`src/rtl/div_mod_defs.sv`:
```
`default_nettype none
// +-----------------------------------------------------------------------------+
// | Module   : div_mod_defs (package)                                           |
// | Purpose  : Shared definitions for the div/mod datapath and its consumers:   |
// |            operand widths, counter width and FSM state encodings.           |
// | Revision : 1.0  initial release                                             |
// +-----------------------------------------------------------------------------+
package div_mod_defs;

  localparam int WIDTH_DEF     = 16;
  localparam int OUT_WIDTH_DEF = 2 * WIDTH_DEF;
  localparam int CNT_WIDTH_DEF = $clog2(WIDTH_DEF);

  typedef enum logic [1:0] {
    ST_IDLE    = 2'd0,
    ST_MULT    = 2'd1,
    ST_ADD_REM = 2'd2,
    ST_DONE    = 2'd3
  } state_t;

  // Counter width for a given operand width; never below one bit.
  function automatic int cnt_width(input int width);
    return (width > 1) ? $clog2(width) : 1;
  endfunction

endpackage : div_mod_defs
`default_nettype wire

```
`src/rtl/mult_shift_add_unit.sv`:
```
`default_nettype none
// +-----------------------------------------------------------------------------+
// | Module   : mult_shift_add_unit                                              |
// | Purpose  : Sequential shift-add multiplier datapath. One partial product    |
// |            per step; the accumulator can also be overwritten by the parent  |
// |            (used to fold in the remainder).                                 |
// | Revision : 1.0  initial release                                             |
// +-----------------------------------------------------------------------------+
module mult_shift_add_unit
  import div_mod_defs::*;
#(
  parameter int WIDTH     = WIDTH_DEF,
  parameter int OUT_WIDTH = OUT_WIDTH_DEF
) (
  input  logic                 clk,
  input  logic                 reset,
  input  logic                 load,
  input  logic                 step,
  input  logic                 acc_wr,
  input  logic [WIDTH-1:0]     multiplicand_in,
  input  logic [WIDTH-1:0]     multiplier_in,
  input  logic [OUT_WIDTH-1:0] acc_in,
  output logic [OUT_WIDTH-1:0] acc,
  output logic                 last_step
);

  localparam int CNT_W = cnt_width(WIDTH);

  logic [OUT_WIDTH-1:0] multiplicand;
  logic [WIDTH-1:0]     multiplier;
  logic [CNT_W-1:0]     cnt;

  // The step that runs while cnt holds WIDTH-1 is the final partial product.
  assign last_step = (cnt == CNT_W'(WIDTH - 1));

  // Operand capture, one partial product per step, or accumulator overwrite.
  always_ff @(posedge clk) begin
    if (!reset) begin
      multiplicand <= '0;
      multiplier   <= '0;
      acc          <= '0;
      cnt          <= '0;
    end else if (load) begin
      multiplicand <= {{(OUT_WIDTH - WIDTH){1'b0}}, multiplicand_in};
      multiplier   <= multiplier_in;
      acc          <= '0;
      cnt          <= '0;
    end else if (step) begin
      if (multiplier[0]) begin
        acc <= acc + multiplicand;
      end
      multiplicand <= multiplicand << 1;
      multiplier   <= multiplier >> 1;
      cnt          <= cnt + CNT_W'(1);
    end else if (acc_wr) begin
      acc <= acc_in;
    end
  end

endmodule : mult_shift_add_unit
`default_nettype wire

```
`src/rtl/div_mod_reconstruct.sv`:
```
`default_nettype none
// +-----------------------------------------------------------------------------+
// | Module   : div_mod_reconstruct                                              |
// | Purpose  : Rebuilds dividend = quotient*divisor + remainder and flags       |
// |            operand sets no legal division could produce (divisor==0 or      |
// |            remainder >= divisor).                                           |
// | Revision : 1.0  initial release                                             |
// +-----------------------------------------------------------------------------+
module div_mod_reconstruct
  import div_mod_defs::*;
#(
  parameter int WIDTH     = WIDTH_DEF,
  parameter int OUT_WIDTH = 2 * WIDTH
) (
  input  logic                 clk,
  input  logic                 reset,
  input  logic [WIDTH-1:0]     quotient,
  input  logic [WIDTH-1:0]     divisor,
  input  logic [WIDTH-1:0]     remainder,
  input  logic                 valid_input,
  output logic                 busy,
  output logic                 valid_output,
  output logic [OUT_WIDTH-1:0] final_output,
  output logic                 div_zero,
  output logic                 rem_error
);

  state_t state, state_next;

  logic                 load, step, acc_wr, last_step;
  logic [OUT_WIDTH-1:0] acc, acc_sum;
  logic [WIDTH-1:0]     divisor_q, remainder_q;
  logic                 div_zero_pend, rem_error_pend;

  mult_shift_add_unit #(
    .WIDTH     (WIDTH),
    .OUT_WIDTH (OUT_WIDTH)
  ) u_mult (
    .clk             (clk),
    .reset           (reset),
    .load            (load),
    .step            (step),
    .acc_wr          (acc_wr),
    .multiplicand_in (quotient),
    .multiplier_in   (divisor),
    .acc_in          (acc_sum),
    .acc             (acc),
    .last_step       (last_step)
  );

  // Product never exceeds 2^OUT_WIDTH - 2^WIDTH, so the remainder add cannot carry out.
  assign acc_sum = acc + {{(OUT_WIDTH - WIDTH){1'b0}}, remainder_q};
  assign busy    = (state != ST_IDLE);

  // State register.
  always_ff @(posedge clk) begin
    if (!reset) begin
      state <= ST_IDLE;
    end else begin
      state <= state_next;
    end
  end

  // Next-state and datapath control.
  always_comb begin
    state_next = state;
    load       = 1'b0;
    step       = 1'b0;
    acc_wr     = 1'b0;
    case (state)
      ST_IDLE: begin
        if (valid_input) begin
          load       = 1'b1;
          state_next = ST_MULT;
        end
      end
      ST_MULT: begin
        step = 1'b1;
        if (last_step) begin
          state_next = ST_ADD_REM;
        end
      end
      ST_ADD_REM: begin
        acc_wr     = 1'b1;
        state_next = ST_DONE;
      end
      ST_DONE: begin
        state_next = ST_IDLE;
      end
      default: begin
        state_next = ST_IDLE;
      end
    endcase
  end

  // Capture the divisor/remainder alongside the multiplier operands and evaluate
  // the legality flags once the multiply has finished.
  always_ff @(posedge clk) begin
    if (!reset) begin
      divisor_q      <= '0;
      remainder_q    <= '0;
      div_zero_pend  <= 1'b0;
      rem_error_pend <= 1'b0;
    end else begin
      if (load) begin
        divisor_q   <= divisor;
        remainder_q <= remainder;
      end
      if (acc_wr) begin
        div_zero_pend  <= (divisor_q == '0);
        rem_error_pend <= (remainder_q >= divisor_q);
      end
    end
  end

  // Result and flags update only on leaving DONE; valid_output is a one-cycle pulse.
  always_ff @(posedge clk) begin
    if (!reset) begin
      valid_output <= 1'b0;
      final_output <= '0;
      div_zero     <= 1'b0;
      rem_error    <= 1'b0;
    end else begin
      valid_output <= 1'b0;
      if (state == ST_DONE) begin
        valid_output <= 1'b1;
        final_output <= acc;
        div_zero     <= div_zero_pend;
        rem_error    <= rem_error_pend;
      end
    end
  end

endmodule : div_mod_reconstruct
`default_nettype wire

```
`config.mk`:
```
export PLATFORM = sky130hd
export DESIGN_NAME = div_mod_reconstruct
export DESIGN_NICKNAME = d
export VERILOG_FILES = /design/src/rtl/div_mod_defs.sv /design/src/rtl/mult_shift_add_unit.sv /design/src/rtl/div_mod_reconstruct.sv
export SDC_FILE = /design/constraint.sdc
export NUM_CORES = 1
export LEC_CHECK = 0
export CAP_MARGIN = 5
export CORE_ASPECT_RATIO = 0.75
export CORE_MARGIN = 2
export CORE_UTILIZATION = 35
export DETAILED_ROUTE_END_ITERATION = 6
export SLEW_MARGIN = 20
export SYNTH_ARGS = -nofsm -noshare
export SYNTH_HDL_FRONTEND = slang
export SYNTH_SLANG_ARGS = --single-unit
```
`constraint.sdc`:
```
create_clock -name clk -period 5.2 [get_ports clk]
set_clock_uncertainty 0.1 [all_clocks]
set_input_delay 0.78 -clock clk [delete_from_list [all_inputs] [get_ports clk]]
set_output_delay 0.78 -clock clk [all_outputs]
set_load 0.01 [all_outputs]
```
; Yosys cells after proc, flatten, opt, wreduce, memory -nomap -nowiden
; Cells that the tools add are included.
[totals]
regBits = 155
inputBits = 51
out_inout_bits = 36
[op_classes]
add_sub_neg = 3
magnitude_cmp = 1
eq_ne = 7
n_mux = 15
bitwise_logic = 1
n_reduce_logical = 8
[op_table]
columns = operator, n
row1 = two-way mux 32 bit, 3
row2 = two-way mux 16 bit, 4
row3 = adder 32 x 16 -> 32 bit, 1
row4 = adder 32 bit, 1
row5 = greater-or-equal comparator 16 bit, 1
row6 = logical NOT 16 bit, 1
row7 = one-hot mux 2 bit (4 select lines), 1
row8 = nonzero test 2 bit, 3
row9 = two-way mux 1 bit, 5
row10 = "adder 4 x 1 -> 4 bit, second input constant", 1
row11 = "== test 2 bit, second input constant", 2
row12 = "== test 4 bit, second input constant", 1
row13 = two-way mux 2 bit, 2
row14 = "inequality test 2 bit, second input constant", 2
row15 = AND reduction 2 bit, 2
row16 = "== test 2 x 1 -> 1 bit, second input constant", 1
row17 = logical NOT 2 bit, 1
row18 = "inequality test 2 x 1 -> 1 bit, second input constant", 1
row19 = OR reduction 2 bit, 1
row20 = inverter 1 bit, 1

; Longest topological paths before layout
[depth]
word_depth = 4
mapped_depth = 17

; Modules after synthesis
; Synthesis repeated with hierarchy kept, for this count alone.
[unflattened]
cells_unflattened = 1130
hier_area_um2 = 9620.5
[modules_own_cells]
columns = mod, instances, cells_each, area_each_um2, seq_area_each_um2
row1 = mult_shift_add_unit, 1, 637, 5422.7, 1681.6
row2 = div_mod_reconstruct, 1, 493, 4197.8, 1421.4

; Worst setup path after synthesis
; Ideal clock, no wire load.
[synth_path]
kind = reg-to-reg
start = register state[1]
end = register u_mult.acc[30]
setup_time_ns = 0.117
t_arrival_ns = 3.523
setup_slack_ns = 1.460
stages_incl_launch_ff = 14
path_buffers = 2
cell_sequence = dfxtp_1 > inv_1 > ha_1 > clkbuf_1 > buf_1 > mux2_2 > ha_1 > a21o_1 > a21o_1 > a221o_1 > o2111ai_2 > a211oi_1 > or3_1 > a32o_1
[synth_between]
elab_chain_cells = 4
[synth_lines]
columns = item, line
row1 = "start, declared", div_mod_reconstruct.sv:28  ; state_t state, state_next;
row2 = "start signal, assigned", div_mod_reconstruct.sv:60  ; state <= state_next;
row3 = == test 2 x 1 -> 1 bit or == test 2 bit (tied branches), div_mod_reconstruct.sv:70  ; case (state)
row4 = two-way mux 1 bit, div_mod_reconstruct.sv:70
row5 = inequality test 2 x 1 -> 1 bit (no line) or nonzero test 2 bit (tied branches), -
row6 = AND reduction 2 bit (no line), -
row7 = "end signal, assigned", mult_shift_add_unit.sv:50  ; acc <= acc + multiplicand;
row8 = "end signal, assigned", mult_shift_add_unit.sv:56  ; acc <= acc_in;
row9 = "end, declared", mult_shift_add_unit.sv:23  ; output logic [OUT_WIDTH-1:0] acc,
; Parallel ways exist; a longest one is shown, timed or not.
; A chain may end at the register's enable or synchronous reset.

; Final worst setup path
; Ends and elaborated chain as after synthesis.

==> metrics <==
critical path data arrival time=4200 ps; Critical Path Max Stage Delay=560 ps; antenna cells=0; Final Hold Vio Count=0; CTS tree=yes; GPL Wtd Cong=0.8986; fin crit period=3978 ps; Residual DRC=0; Synth Cell Area=8056 µm²; most used flip-flop cell after synthesis=dfxtp_1; fmax=251.4 MHz; synthesized instance count=968; CP max stage cell=ha_1; IO Count=87; VDD IR-drop max=0.2552 mV; cell family with most CP delay=compound AO/OA/AOI/OAI gates; Worst Setup Start Kind=flip-flop; Final ANT Viol Nets=0; # H-tree levels=4; grt ovf=0; setup violation total in the final timing report=0; Worst R2R End=u_mult.acc[30]; Setup Buffers After CTS=0; DR vias=6915; Max Root-Sink Buffers=2; hold endpoint=remainder_q[0]; Die Area=24260 µm²; final period utilization=0.7650; Worst Path Buf+Inv=2; drt total wl=21.44 mm; Layout Utilization=0.4286; Clock transition at path regs=70 ps; synth unique cells=59; Post-synth EDFFs=0; hold-fix buffers at CTS=0; dpl ws=1257 ps; Seq. cell area=3103 µm²; Die X=179.2 µm; vias in the first global route=6625; final max-slew violation count=0; Ys Warns=0; RSZ-0062 raised after global routing=false; R2R depth=11; Final HPWL DP=15.36 mm; Synth area leader=dfxtp_1; Clock Sinks=155; first-pass GRT wire length=34.96 mm; initial core utilization=0.3530; core region area=22820 µm²; Hold Slack=371.5 ps; Slew @ Worst Pin=880.5 ps; post-CTS resize count=0; top cells by area, synth=dfxtp_1, ha_1, a21oi_1; Crit path required time=5420 ps; clk root buf=clkbuf_16; Worst-Skew Late Latency=440 ps; FP Rows=48; leakage=3.793 nW; share of cells above drive strength 1=0.07751; status=completed; hold path cells=2; maxcap violations=0; fin worst setup slack=1222 ps; cell mode on critical path=ha_1; Crit. End Element=flip-flop; Overall Global Routing Usage=0.1845; post-synthesis sequential area ratio=0.3852; Port Buf Inserts=86; post-DR wirelength/cell=15.94 µm; Slew headroom=0.4130; P&R area growth vs syn=21.42%; PwrDens=407.9 nW/µm²; hold crit path type=flip-flop to flip-flop; worst path cell trace=inv_1 -> ha_1 -> buf_4 -> mux2_2 -> ha_1 -> and4_2 -> a221o_1 -> o2111ai_2 -> a211oi_1 -> or3_1 -> a32o_1; Syn Nets=1076; via/cell ratio=5.141; CTS Buf Count=17; async set-reset flop share out of synthesis=0; RR Startpoint=state[1]; Post-Syn Area per Cell=8.323 µm²; largest net degree at the start of global routing=81; drt initial violations=580; Fillers=2291; Die H=135.4 µm; Reg2Reg Setup Slack=1220 ps; top-area cell type share of the netlist area=0.3852; Crit Path Max Fanout=25; area occupied by multi-input gates=4627 µm²; Synth Register Bits=155; setup TNS=0 ps; Final #Nets=1140; initial antenna violation count=0; hold_sp=remainder_q[0]; critical path class=flip-flop to flip-flop; DR pass1 iterations=5
worst max-delay path by stage:
stage / end / slack (ps) / start / cells after the start
after floorplan: u_mult.acc[30] / 1460 / state[1] / 13
after global placement: u_mult.acc[30] / 1360 / state[1] / 11
after detailed placement: u_mult.acc[30] / 1260 / state[1] / 11
after CTS: u_mult.acc[30] / 1240 / state[1] / 11
after global routing: u_mult.acc[31] / 920 / state[1] / 13
final: u_mult.acc[30] / 1220 / state[1] / 11
state kept, by name, summed over array words and instances (netlist names):
| register | flops |
|---|---|
| div_zero | 1 |
| div_zero_pend | 1 |
| divisor_q | 16 |
| final_output | 32 |
| rem_error | 1 |
| rem_error_pend | 1 |
| remainder_q | 16 |
| state | 2 |
| u_mult.acc | 32 |
| u_mult.cnt | 4 |
| u_mult.multiplicand | 32 |
| u_mult.multiplier | 16 |
| valid_output | 1 |
metal layers:
metal / vias to the layer above / routed length, µm / GRT usage
met1: 3196 / 11120 / 0.2730
li1: 3528 / - / -
met3: 20 / 1095 / 0.03732
met5: - / 0 / 0
met2: 171 / 8989 / 0.2731
met4: 0 / 238 / 0.04525
cells by family after synthesis:
| group | count (synthesis) | synth area share |
|---|---|---|
| adder cells (fa/ha/maj) | 57 | 0.08945 |
| buffers and inverters | 89 | 0.04162 |
| multiplexers | 81 | 0.1050 |
| XOR/XNOR | 21 | 0.02283 |
| AO/OA/AOI/OAI | 239 | 0.1786 |
| AND/OR/NAND/NOR | 326 | 0.1774 |
| flip-flops | 155 | 0.3852 |
cell usage after synthesis (all sizes together) (3+ instances only):
cell type,instances
a211oi,20
a21boi,4
a21o,18
a21oi,123
a31oi,5
and2,19
and3,4
and4,3
buf,8
clkbuf,43
dfxtp,155
ha,56
inv,38
mux2,28
mux2i,53
nand2,144
nand2b,5
nand3,15
nand4,12
nor2,96
nor2b,3
nor3,10
nor4,5
o21a,6
o21ai,37
o21bai,3
or3,5
xnor2,14
xor2,7
layout make-up:
class,count,share of cell area
clock buffers,17,0.04349
clock inverters,15,0.01765
inverters,38,0.01458
multi-input cells,724,0.4730
flip-flops and latches,155,0.3172
well taps,300,0.03837
repair buffers,96,0.09568
power by group:
| group | switching [W] | internal [W] | leakage, nW |
|---|---|---|---|
| logic | 0.000750 | 0.000498 | 2.24 |
| clock network | 0.000563 | 0.000726 | 0.296 |
| registers | 0.000123 | 0.00133 | 1.26 |
per-stage QoR:
| stage | instance area, µm² | total power, W | cells |
|---|---|---|---|
| 2_1_floorplan | 8056 | 0.002359 | 968 |
| 3_3_place_gp | 9183 | 0.002706 | 1313 |
| 3_5_place_dp | 9183 | 0.002718 | 1313 |
| 4_1_cts | 9781 | 0.004016 | 1345 |
| 5_1_grt | 9782 | 0.004232 | 1345 |
| 6_report | 9782 | 0.003990 | 1345 |
placed cells by master, fill, tap and decap left out, drive strengths merged, types with 3 or more instances in the layout:
cell           Yosys  routed
a211oi            20      20
a21boi             4       4
a21o              18      18
a21oi            123     123
a31oi              5       5
and2              19      19
and3               4       4
and4               3       3
buf                8      10
clkbuf            43      17
clkdlybuf4s50      0      86
dfxtp            155     155
ha                56      56
inv               38      48
mux2              28      28
mux2i             53      53
nand2            144     144
nand2b             5       5
nand3             15      15
nand4             12      12
nor2              96      96
nor2b              3       3
nor3              10      10
nor4               5       5
o21a               6       6
o21ai             37      37
o21bai             3       3
or3                5       5
xnor2             14      14
xor2               7       7
tightest hold or removal path, delay by kind of cell, from the launching register on:
| kind | cells | cell delay (ps) |
|---|---|---|
| flip-flops | 1 | 320 |
| AND/OR/NAND/NOR | 1 | 60 |
| AO/OA/AOI/OAI | 1 | 50 |
No activity file was read; power rests on OpenSTA's default activity.
